## src/rtl/multicycle_ctrl.sv

```systemverilog
// Multi-cycle MIPS-style main controller: a Moore FSM that sequences fetch,
// decode, memory, R-type, branch, jump and addi steps over several cycles.
module multicycle_ctrl (
  input  logic       clk_i,
  input  logic       rst_i,
  input  logic [5:0] Opcode,
  input  logic       mem_ready,
  output logic       PCWrite,
  output logic       PCWriteCond,
  output logic       IorD,
  output logic       MemRead,
  output logic       MemWrite,
  output logic       MemtoReg,
  output logic       IRWrite,
  output logic       ALUSrcA,
  output logic       RegWrite,
  output logic       RegDst,
  output logic [1:0] PCSource,
  output logic [1:0] ALUSrcB,
  output logic [1:0] ALU_OP,
  output logic       Illegal,
  output logic [3:0] State
);

  localparam int unsigned OP_W = 6;
  localparam int unsigned ST_W = 4;

  localparam logic [OP_W-1:0] OP_RTYPE = 6'b000000;
  localparam logic [OP_W-1:0] OP_LW    = 6'b100011;
  localparam logic [OP_W-1:0] OP_SW    = 6'b101011;
  localparam logic [OP_W-1:0] OP_BEQ   = 6'b000100;
  localparam logic [OP_W-1:0] OP_J     = 6'b000010;
  localparam logic [OP_W-1:0] OP_ADDI  = 6'b001000;

  typedef enum logic [ST_W-1:0] {
    S_FETCH  = 4'd0,
    S_DECODE = 4'd1,
    S_MEMADR = 4'd2,
    S_MEMRD  = 4'd3,
    S_MEMWB  = 4'd4,
    S_MEMWR  = 4'd5,
    S_RTEX   = 4'd6,
    S_RTWB   = 4'd7,
    S_BEQ    = 4'd8,
    S_JUMP   = 4'd9,
    S_ADDIEX = 4'd10,
    S_ADDIWB = 4'd11
  } state_t;

  state_t          state_q, state_n;
  logic [OP_W-1:0] op_q;

  // State register and opcode latch; the opcode is captured while leaving DECODE
  always_ff @(posedge clk_i) begin
    if (rst_i) begin
      state_q <= S_FETCH;
      op_q    <= '0;
    end else begin
      state_q <= state_n;
      if (state_q == S_DECODE) op_q <= Opcode;
    end
  end

  // Next-state and output decode
  always_comb begin
    state_n     = S_FETCH;
    PCWrite     = 1'b0;
    PCWriteCond = 1'b0;
    IorD        = 1'b0;
    MemRead     = 1'b0;
    MemWrite    = 1'b0;
    MemtoReg    = 1'b0;
    IRWrite     = 1'b0;
    ALUSrcA     = 1'b0;
    RegWrite    = 1'b0;
    RegDst      = 1'b0;
    PCSource    = 2'b00;
    ALUSrcB     = 2'b00;
    ALU_OP      = 2'b00;
    Illegal     = 1'b0;
    unique case (state_q)
      S_FETCH: begin
        MemRead = 1'b1;
        ALUSrcB = 2'b01;
        IRWrite = mem_ready;
        PCWrite = mem_ready;
        state_n = mem_ready ? S_DECODE : S_FETCH;
      end
      S_DECODE: begin
        ALUSrcB = 2'b11;
        unique case (Opcode)
          OP_RTYPE:      state_n = S_RTEX;
          OP_LW, OP_SW:  state_n = S_MEMADR;
          OP_BEQ:        state_n = S_BEQ;
          OP_J:          state_n = S_JUMP;
          OP_ADDI:       state_n = S_ADDIEX;
          default: begin
            Illegal = 1'b1;
            state_n = S_FETCH;
          end
        endcase
      end
      S_MEMADR: begin
        ALUSrcA = 1'b1;
        ALUSrcB = 2'b10;
        state_n = (op_q == OP_LW) ? S_MEMRD : S_MEMWR;
      end
      S_MEMRD: begin
        MemRead = 1'b1;
        IorD    = 1'b1;
        state_n = mem_ready ? S_MEMWB : S_MEMRD;
      end
      S_MEMWB: begin
        MemtoReg = 1'b1;
        RegWrite = 1'b1;
      end
      S_MEMWR: begin
        MemWrite = 1'b1;
        IorD     = 1'b1;
        state_n  = mem_ready ? S_FETCH : S_MEMWR;
      end
      S_RTEX: begin
        ALUSrcA = 1'b1;
        ALU_OP  = 2'b10;
        state_n = S_RTWB;
      end
      S_RTWB: begin
        RegDst   = 1'b1;
        RegWrite = 1'b1;
      end
      S_BEQ: begin
        ALUSrcA     = 1'b1;
        ALU_OP      = 2'b01;
        PCWriteCond = 1'b1;
        PCSource    = 2'b01;
      end
      S_JUMP: begin
        PCWrite  = 1'b1;
        PCSource = 2'b10;
      end
      S_ADDIEX: begin
        ALUSrcA = 1'b1;
        ALUSrcB = 2'b10;
        state_n = S_ADDIWB;
      end
      S_ADDIWB: begin
        RegWrite = 1'b1;
      end
      default: state_n = S_FETCH;
    endcase
  end

  assign State = ST_W'(state_q);

endmodule

```

## config.mk

```make
export PLATFORM = sky130hd
export DESIGN_NAME = multicycle_ctrl
export DESIGN_NICKNAME = d
export VERILOG_FILES = /design/src/rtl/multicycle_ctrl.sv
export SDC_FILE = /design/constraint.sdc
export NUM_CORES = 1
export LEC_CHECK = 0
export CORE_UTILIZATION = 44
export CTS_BUF_LIST = sky130_fd_sc_hd__clkbuf_8
export DETAILED_ROUTE_END_ITERATION = 10
export GPL_ROUTABILITY_DRIVEN = 0
export GPL_TIMING_DRIVEN = 0
export PLACE_DENSITY = 0.87
export RECOVER_POWER = 100
export SETUP_SLACK_MARGIN = 0.02
export SYNTH_ARGS = -nofsm -noshare
export SYNTH_HDL_FRONTEND = slang
export SYNTH_SLANG_ARGS = --single-unit
export TNS_END_PERCENT = 50
```

## constraint.sdc

```tcl
create_clock -name clk_i -period 1.7 [get_ports clk_i]
set_input_delay 0.425 -clock clk_i [delete_from_list [all_inputs] [get_ports clk_i]]
set_output_delay 0.425 -clock clk_i [all_outputs]
set_load 0.02 [all_outputs]
```

Word-level counts from Yosys, hierarchy flattened
Index checks and enable logic that the tools add are counted.
{ "totals": {"wordCells": 49, "inputBits": 9, "regBits": 10} }
{ "classes": {"eq_ne": 17, "mux": 21, "reduce_logical": 9} }
{ "ops": {"columns": ["cell", "n"], "rows": [
  ["one-hot mux 4 bit (7 select lines)", 1],
  ["one-hot mux 4 bit (5 select lines)", 1],
  ["equality test 6 bit, second input constant", 3],
  ["equality test 4 x 3 -> 1 bit, second input constant", 4],
  ["equality test 4 bit, second input constant", 4],
  ["two-way mux 1 bit", 12],
  ["two-way mux 3 bit", 3],
  ["equality test 4 x 2 -> 1 bit, second input constant", 2],
  ["one-hot mux 2 bit (2 select lines)", 2],
  ["OR reduction 2 bit", 4],
  ["equality test 6 x 2 -> 1 bit, second input constant", 1],
  ["equality test 6 x 3 -> 1 bit, second input constant", 1],
  ["equality test 6 x 4 -> 1 bit, second input constant", 1],
  ["logical NOT 6 bit", 1],
  ["one-hot mux 2 bit (3 select lines)", 1],
  ["OR reduction 6 bit", 1],
  ["equality test 4 x 1 -> 1 bit, second input constant", 1],
  ["logical NOT 4 bit", 1],
  ["OR reduction 4 bit", 1],
  ["OR reduction 3 bit", 1],
  ["one-hot mux 1 bit (2 select lines)", 1]
]} }

Logic depth before layout (Yosys ltp)
Gate-level depths: netlist of run 1.
{ "depth": {"depth_word": 4, "depth_mapped": 6, "ltp_nobuf": 4} }

Worst setup path after synthesis of run 1
No wires, ideal clock.
{ "synth_timing": {"path_kind": "register -> output", "startpoint": "reg state_q[3] (netlist: State[3])", "endpoint": "out PCSource[0]", "t_required_ns": 1.275, "path_slack_ns": -0.214, "stages_incl_launch_ff": 5, "t_arrival_ns": 1.489, "n_path_buf": 2, "cell_sequence": "dfxtp_1 buf_6 nand2b_1 nor3_1 buf_4"} }
{ "synth_via": {"elab_chain_len": 2, "elab_cells_between_ends": 3} }
{ "synth_rtl": {"columns": ["element", "line_no", "rtl"], "rows": [
  ["from (decl)", "50", "state_t state_q, state_n;"],
  ["from (signal assigned)", "59", "state_q <= state_n;"],
  ["equality test 4 bit", "81", "unique case (state_q)"],
  ["one-hot mux 2 bit (2 select lines) *", "81", null],
  ["to (decl)", "18", "output logic [1:0] PCSource,"]
]} }
Every way passes the cells marked *; elsewhere a longest branch is shown, timed or not.

Worst setup path after layout of run 1
{ "layout_timing": {"startpoint": "reg state_q[1] (netlist: State[1])", "endpoint": "out Illegal"} }
{ "layout_via": {"elab_chain_len": 2} }
{ "layout_rtl": {"columns": ["element", "line_no", "rtl"], "rows": [
  ["equality test 4 x 1 -> 1 bit", "81", null],
  ["two-way mux 1 bit", "81", null],
  ["to (decl)", "21", "output logic Illegal,"]
]} }
Every way passes these cells.

==> results of run 1 <==
-- worst max-delay path by stage --
| stage | depth (start not counted) | slack (ns) | from | to |
|---|---|---|---|---|
| after floorplan | 3 | 0.02 | State[1]$_SDFF_PP0_ | MemRead |
| after CTS | 4 | -0.20 | State[3]$_SDFF_PP0_ | Illegal |
| after detailed placement | 6 | -1.11 | Opcode[0] | Illegal |
| after global routing | 6 | -0.17 | Opcode[3] | Illegal |
| after global placement | 6 | -1.08 | Opcode[0] | Illegal |
| final | 3 | -0.15 | State[1]$_SDFF_PP0_ | Illegal |
-- critical path: stages (launching register included) --
cell                      delay (ns)
sky130_fd_sc_hd__dfxtp_4        0.36
sky130_fd_sc_hd__or4b_4         0.58
sky130_fd_sc_hd__nor2_4         0.12
sky130_fd_sc_hd__buf_6          0.12
-- per-layer routing --
metal	track usage (%)	vias to the layer above	share of wire (%)
li1	-	438	-
met1	34.1	444	39
met2	47.3	58	48
met3	8.09	8	10
met4	12.1	0	2.1
met5	0	-	0
-- area by class of cell --
type,instances,area share (%)
Clock buffer,4,4.58
Sequential cell,10,17.9
Tap cell,16,1.67
Multi-Input combinational cell,79,48.6
Timing Repair Buffer,39,21.7
Buffer,6,5.52
-- cells in the mapped netlist (all sizes together) --
master,instances
xor2,1
nand3,1
o21ai,4
nor3,10
o31ai,1
o211ai,1
nor4,1
nor2,15
o2bb2ai,1
nor2b,1
mux2i,6
a31oi,2
a32oi,1
dfxtp,10
and3,3
o22ai,1
nand2,4
nor3b,3
nand2b,6
or4,1
o21bai,3
nor4b,3
buf,4
clkbuf,4
or2,1
a21oi,7
or4b,1
xnor2,1
-- state kept, by name (all words and copies together) (netlist names) --
register	flops
State	4
op_q	6
-- through the flow --
stage / setup slack [ns] / TNS [ns] / instance area [µm²]
finish: -0.150 / -0.267 / 1200
global route: -0.166 / -0.451 / 1200
CTS: -0.203 / -0.336 / 1210
detailed placement: -1.11 / -5.60 / 1080
global placement: -1.08 / -5.17 / 1080
floorplan: 0.0180 / 0 / 783
-- power breakdown --
| group | internal [W] | switching (W) | leakage [nW] | total [W] |
|---|---|---|---|---|
| Sequential | 0.000239 | 0.00000881 | 0.0845 | 0.000248 |
| Combinational | 0.0000653 | 0.0000839 | 0.423 | 0.000149 |
| Clock | 0.000205 | 0.000107 | 0.0288 | 0.000311 |
| Total | 0.000509 | 0.000199 | 0.537 | 0.000708 |
-- timing repair --
item | 4_1_cts | 5_1_grt
buffers inserted | 8 | 3
endpoints found under the hold margin | 0 | 0
gates resized for setup | 116 | 20
pin swaps | 4 | 5
gates cloned | 0 | 0
setup endpoints to repair | 20 | 21
-- cell families after synthesis --
group           Yosys count  synth area share [%]
simple gates             50                  38.3
xor+xnor                  2                  2.37
mux                       6                  8.14
compound gates           21                  17.5
buf+inv                   8                  6.61
flops                    10                  27.1
==> metrics.csv, run 1 <==
metric,value,unit
growth of design area from synthesis to finish,62.7,%
end of the worst register-to-register path,State[1]$_SDFF_PP0_,
fraction of layout instances using a drive strength above 1,46.4,%
total vias in the final route,948,
full die area,1850,µm²
Final period util,109,%
clock insertion delay at the later pin of the skew report,0.25,ns
final standard cell utilization of the core,77.9,%
most common library cell in the layout ignoring fill and taps,sky130_fd_sc_hd__buf_4,
cell count after synthesis,97,
outcome,finished with violations,
share of synthesized area occupied by flip-flops and latches,27.1,%
Final #Nets,148,
total number of placement rows,14,
pin count of the biggest net entering global routing,11,
number of buffer cells added on primary ports,28,
start-to-end type of the worst setup path,flop to primary output,
filler instances,109,
Achievable Freq,541,MHz
total power consumption of the routed design,0.000708,W
max_slew headroom,76.1,%
crit path launch type,flop,
number of global-route vias before repair,832,
Worst-Margin Slew,0.355,ns
initial antenna violation count,0,
"top library cells by usage in the layout, fill and taps aside","sky130_fd_sc_hd__buf_4 (16), sky130_fd_sc_hd__buf_2 (14), sky130_fd_sc_hd__nor2_1 (12)",
combined area of the multi-input logic cells,584,µm²
Register-to-Register Path Depth,5,
number of antenna-violating nets in the routed design,0,
horizontal extent of the die,43.0,µm
post-route non-filler standard cell count,154,
worst hold-check slack,0.502,ns
routed vias/inst,6.16,
buffer type at the clock tree root,sky130_fd_sc_hd__clkbuf_8,
endpoints failing setup,3,
clock input transition at the sequential cells of the worst setup and hold paths,0.05,ns
combined flip-flop and latch cell area,215,µm²
count of placed standard cells including taps,141,
number of library cell types mapped by synthesis,32,
setup repair after global routing missed its margin,true,
data required time at the worst endpoint,1.27,ns
#FFs+latches synth,10,
endpoint class of the critical path,primary output,
peak supply drop,0.000500,V
final wirelength,2500,µm
worst endpoint data arrival time,1.42,ns
final max-slew violation count,0,
area share of the leading cell type in the synthesized netlist,27.1,%
largest clock skew in the final design,0.00184,ns
clk buf depth,2,
overall global routing resource usage,28.5,%
launching point of the worst reg2reg path,State[1]$_SDFF_PP0_,
average detailed-routed wire length per instance,16.2,µm
TritonCTS clock tree,built,
count of clock tree sinks,10,
io pins,30,
count of inserted antenna diode cells,0,
total nets after synthesis,106,
total iterations of the first detailed-routing run,4,
Detailed Place HPWL,1480,µm
fin worst setup slack,-0.150,ns
depth of the worst hold-timing path,2,
total number of H-tree levels,1,
effective utilization at floorplan,47.9,%
hold-fix buffer count after cts,0,
warnings from Yosys,0,
Hold Fails Final Rpt,0,
synth top area cells,"sky130_fd_sc_hd__dfxtp_1 (27%), sky130_fd_sc_hd__mux2i_1 (8.1%), sky130_fd_sc_hd__nor2_1 (7.6%)",
grt total ovfl,0,
maximum fanout along the worst path,6,
TritonCTS buffer count,3,
Post-Synthesis Cell Area,738,µm²
total core area,1540,µm²
vertical die dimension,43.0,µm
reg2reg setup slack,0.04,ns
wire length of the first global-routing pass,3840,µm
cell accounting for the most synthesized area,sky130_fd_sc_hd__dfxtp_1,
cell area power density,590,nW/µm²
clock period minus worst slack,1.85,ns
number of max-cap violations,0,
leakage dissipation,0.537,nW
hold endpoint,op_q[4]$_SDFFE_PP0P_,
1st-iter DRT viols,48,
violations in the final reports,negative setup slack,
start point of the worst hold path,op_q[4]$_SDFFE_PP0P_,
# DRC,0,
mean area per synthesized cell,7.61,µm²
path category of the worst min-delay check,flop to flop,
Power figures use the tool's default switching activity.
==> inputs of run 2 (changes only) <==
--- a/config.mk
+++ b/config.mk
@@ -5,12 +5,11 @@
 export SDC_FILE = /design/constraint.sdc
 export NUM_CORES = 1
 export LEC_CHECK = 0
-export CORE_UTILIZATION = 44
-export CTS_BUF_LIST = sky130_fd_sc_hd__clkbuf_8
+export CORE_UTILIZATION = 42
 export DETAILED_ROUTE_END_ITERATION = 10
 export GPL_ROUTABILITY_DRIVEN = 0
-export GPL_TIMING_DRIVEN = 0
-export PLACE_DENSITY = 0.87
+export GPL_TIMING_DRIVEN = 1
+export PLACE_DENSITY = 0.83
 export RECOVER_POWER = 100
 export SETUP_SLACK_MARGIN = 0.02
 export SYNTH_ARGS = -nofsm -noshare
==> metrics.csv, run 2 (synthesis results as in run 1) <==
metric,value,unit,change
outcome,finished with violations,,
violations in the final reports,"design-rule violations, negative setup slack",,
number of antenna-violating nets in the routed design,0,,unchanged
# DRC,4,,+4
growth of design area from synthesis to finish,99.8,%,
clk buf depth,2,,unchanged
peak supply drop,0.000494,V,-1.2%
most common library cell in the layout ignoring fill and taps,sky130_fd_sc_hd__buf_4,,
count of clock tree sinks,10,,unchanged
initial antenna violation count,0,,unchanged
buffer type at the clock tree root,sky130_fd_sc_hd__clkbuf_4,,
TritonCTS clock tree,built,,
final wirelength,4260,µm,+70%
clock insertion delay at the later pin of the skew report,0.28,ns,+0.03 ns
Achievable Freq,537,MHz,-0.72%
setup TNS,-0.680,ns,-0.413 ns
cell area power density,484,nW/µm²,-18%
vertical die dimension,43.9,µm,+2.2%
grt total ovfl,0,,unchanged
crit path launch type,flop,,
Register-to-Register Path Depth,5,,unchanged
fraction of layout instances using a drive strength above 1,60.4,%,+14 points
final max-slew violation count,0,,unchanged
pin count of the biggest net entering global routing,15,,+4
number of buffer cells added on primary ports,29,,+3.6%
routed vias/inst,7.02,,+14%
data required time at the worst endpoint,1.27,ns,about the same
maximum fanout along the worst path,3,,-3
clock input transition at the sequential cells of the worst setup and hold paths,0.08,ns,+0.03 ns
Detailed Place HPWL,1780,µm,+20%
Final period util,110,%,+0.79 points
endpoint class of the critical path,primary output,,
io pins,30,,unchanged
worst hold-check slack,0.566,ns,+0.0649 ns
count of inserted antenna diode cells,0,,unchanged
reg2reg setup slack,-0.03,ns,-0.07 ns
"top library cells by usage in the layout, fill and taps aside","sky130_fd_sc_hd__buf_4 (37), sky130_fd_sc_hd__nor2_1 (13), sky130_fd_sc_hd__buf_6 (11)",,
endpoints failing setup,12,,+9
total core area,1580,µm²,+2.3%
fin worst setup slack,-0.163,ns,-0.0135 ns
1st-iter DRT viols,131,,+170%
post-route non-filler standard cell count,175,,+14%
largest clock skew in the final design,0.00493,ns,+0.00309 ns
total number of placement rows,14,,unchanged
count of placed standard cells including taps,164,,+16%
Final #Nets,169,,+14%
largest register by flop count,op_q,,
average detailed-routed wire length per instance,24.3,µm,+50%
clock period minus worst slack,1.86,ns,+0.0135 ns
number of max-cap violations,0,,unchanged
depth of the worst hold-timing path,4,,+2
Largest register FFs,6,,unchanged
worst endpoint data arrival time,1.44,ns,+0.02 ns
grt met1 use,43.8,%,+9.7 points
wire length of the first global-routing pass,5140,µm,+34%
TritonCTS buffer count,3,,unchanged
horizontal extent of the die,43.9,µm,+2.2%
effective utilization at floorplan,46.8,%,-1.1 points
number of global-route vias before repair,1086,,+31%
dpl ws,-0.998,ns,+0.114 ns
total vias in the final route,1228,,+30%
Worst-Margin Slew,0.445,ns,+0.0896 ns
start-to-end type of the worst setup path,flop to primary output,,
full die area,1930,µm²,+4.5%
total iterations of the first detailed-routing run,8,,+4
setup repair after global routing missed its margin,true,,
total number of H-tree levels,1,,unchanged
hold-fix buffer count after cts,0,,unchanged
overall global routing resource usage,36.4,%,+7.9 points
Hold Fails Final Rpt,0,,unchanged
leakage dissipation,0.664,nW,+24%
max_slew headroom,69.9,%,-6.1 points
global routing usage on met3,7.08,%,-1.0 points
busiest grt layer,met2,,
met2 Usage GRT,60.9,%,+14 points
path category of the worst min-delay check,input port to flop,,
==> run 2: area by class of cell <==
type	count	area, µm²
multi-input cells	79	654
clock buffers	4	36.3
fillers	53	101
repair buffers	66	554
flip-flops and latches	10	210
well taps	16	20.0
==> run 2: worst paths after layout <==
check | startpoint | endpoint
min | Opcode[0] | op_q[0]$_SDFFE_PP0P_
max | State[1]$_SDFF_PP0_ | Illegal
max reg2reg | State[1]$_SDFF_PP0_ | State[1]$_SDFF_PP0_
min reg2reg | op_q[5]$_SDFFE_PP0P_ | op_q[5]$_SDFFE_PP0P_
==> run 2: metal layers <==
metal / routed length (µm) / share of wire (%) / up-vias
li1: - / - / 481
met1: 1440 / 34 / 547
met2: 1880 / 44 / 141
met3: 546 / 13 / 59
met4: 392 / 9.2 / 0
met5: 0 / 0 / -
==> run 2: worst max-delay path: stages (launching register included) <==
cell                      delay [ns]
sky130_fd_sc_hd__dfxtp_2        0.35
sky130_fd_sc_hd__or4b_4         0.56
sky130_fd_sc_hd__nor2_4         0.12
sky130_fd_sc_hd__buf_6          0.12
==> run 2: metrics by stage <==
| step | utilization (%) | area (µm²) | total power [W] |
|---|---|---|---|
| after floorplan | - | 783 | 0.000334 |
| after global placement | 80.2 | 1260 | 0.000423 |
| after detailed placement | 80.2 | 1260 | 0.000429 |
| after CTS | 87.8 | 1380 | 0.000648 |
| after global routing | 93.6 | 1480 | 0.000740 |
| final | 93.6 | 1480 | 0.000713 |
==> run 2: what timing repair did <==
item,CTS,global route
pin swaps,9,10
buffers inserted,6,2
setup endpoints to repair,21,16
gates cloned,0,0
gates resized for setup,126,35
==> run 2: report_power, final <==
group | total [W] | internal [W] | switching [W]
clock network | 0.000232 | 0.000130 | 0.000102
logic | 0.000228 | 0.000111 | 0.000116
registers | 0.000254 | 0.000241 | 0.0000121
total | 0.000713 | 0.000483 | 0.000230
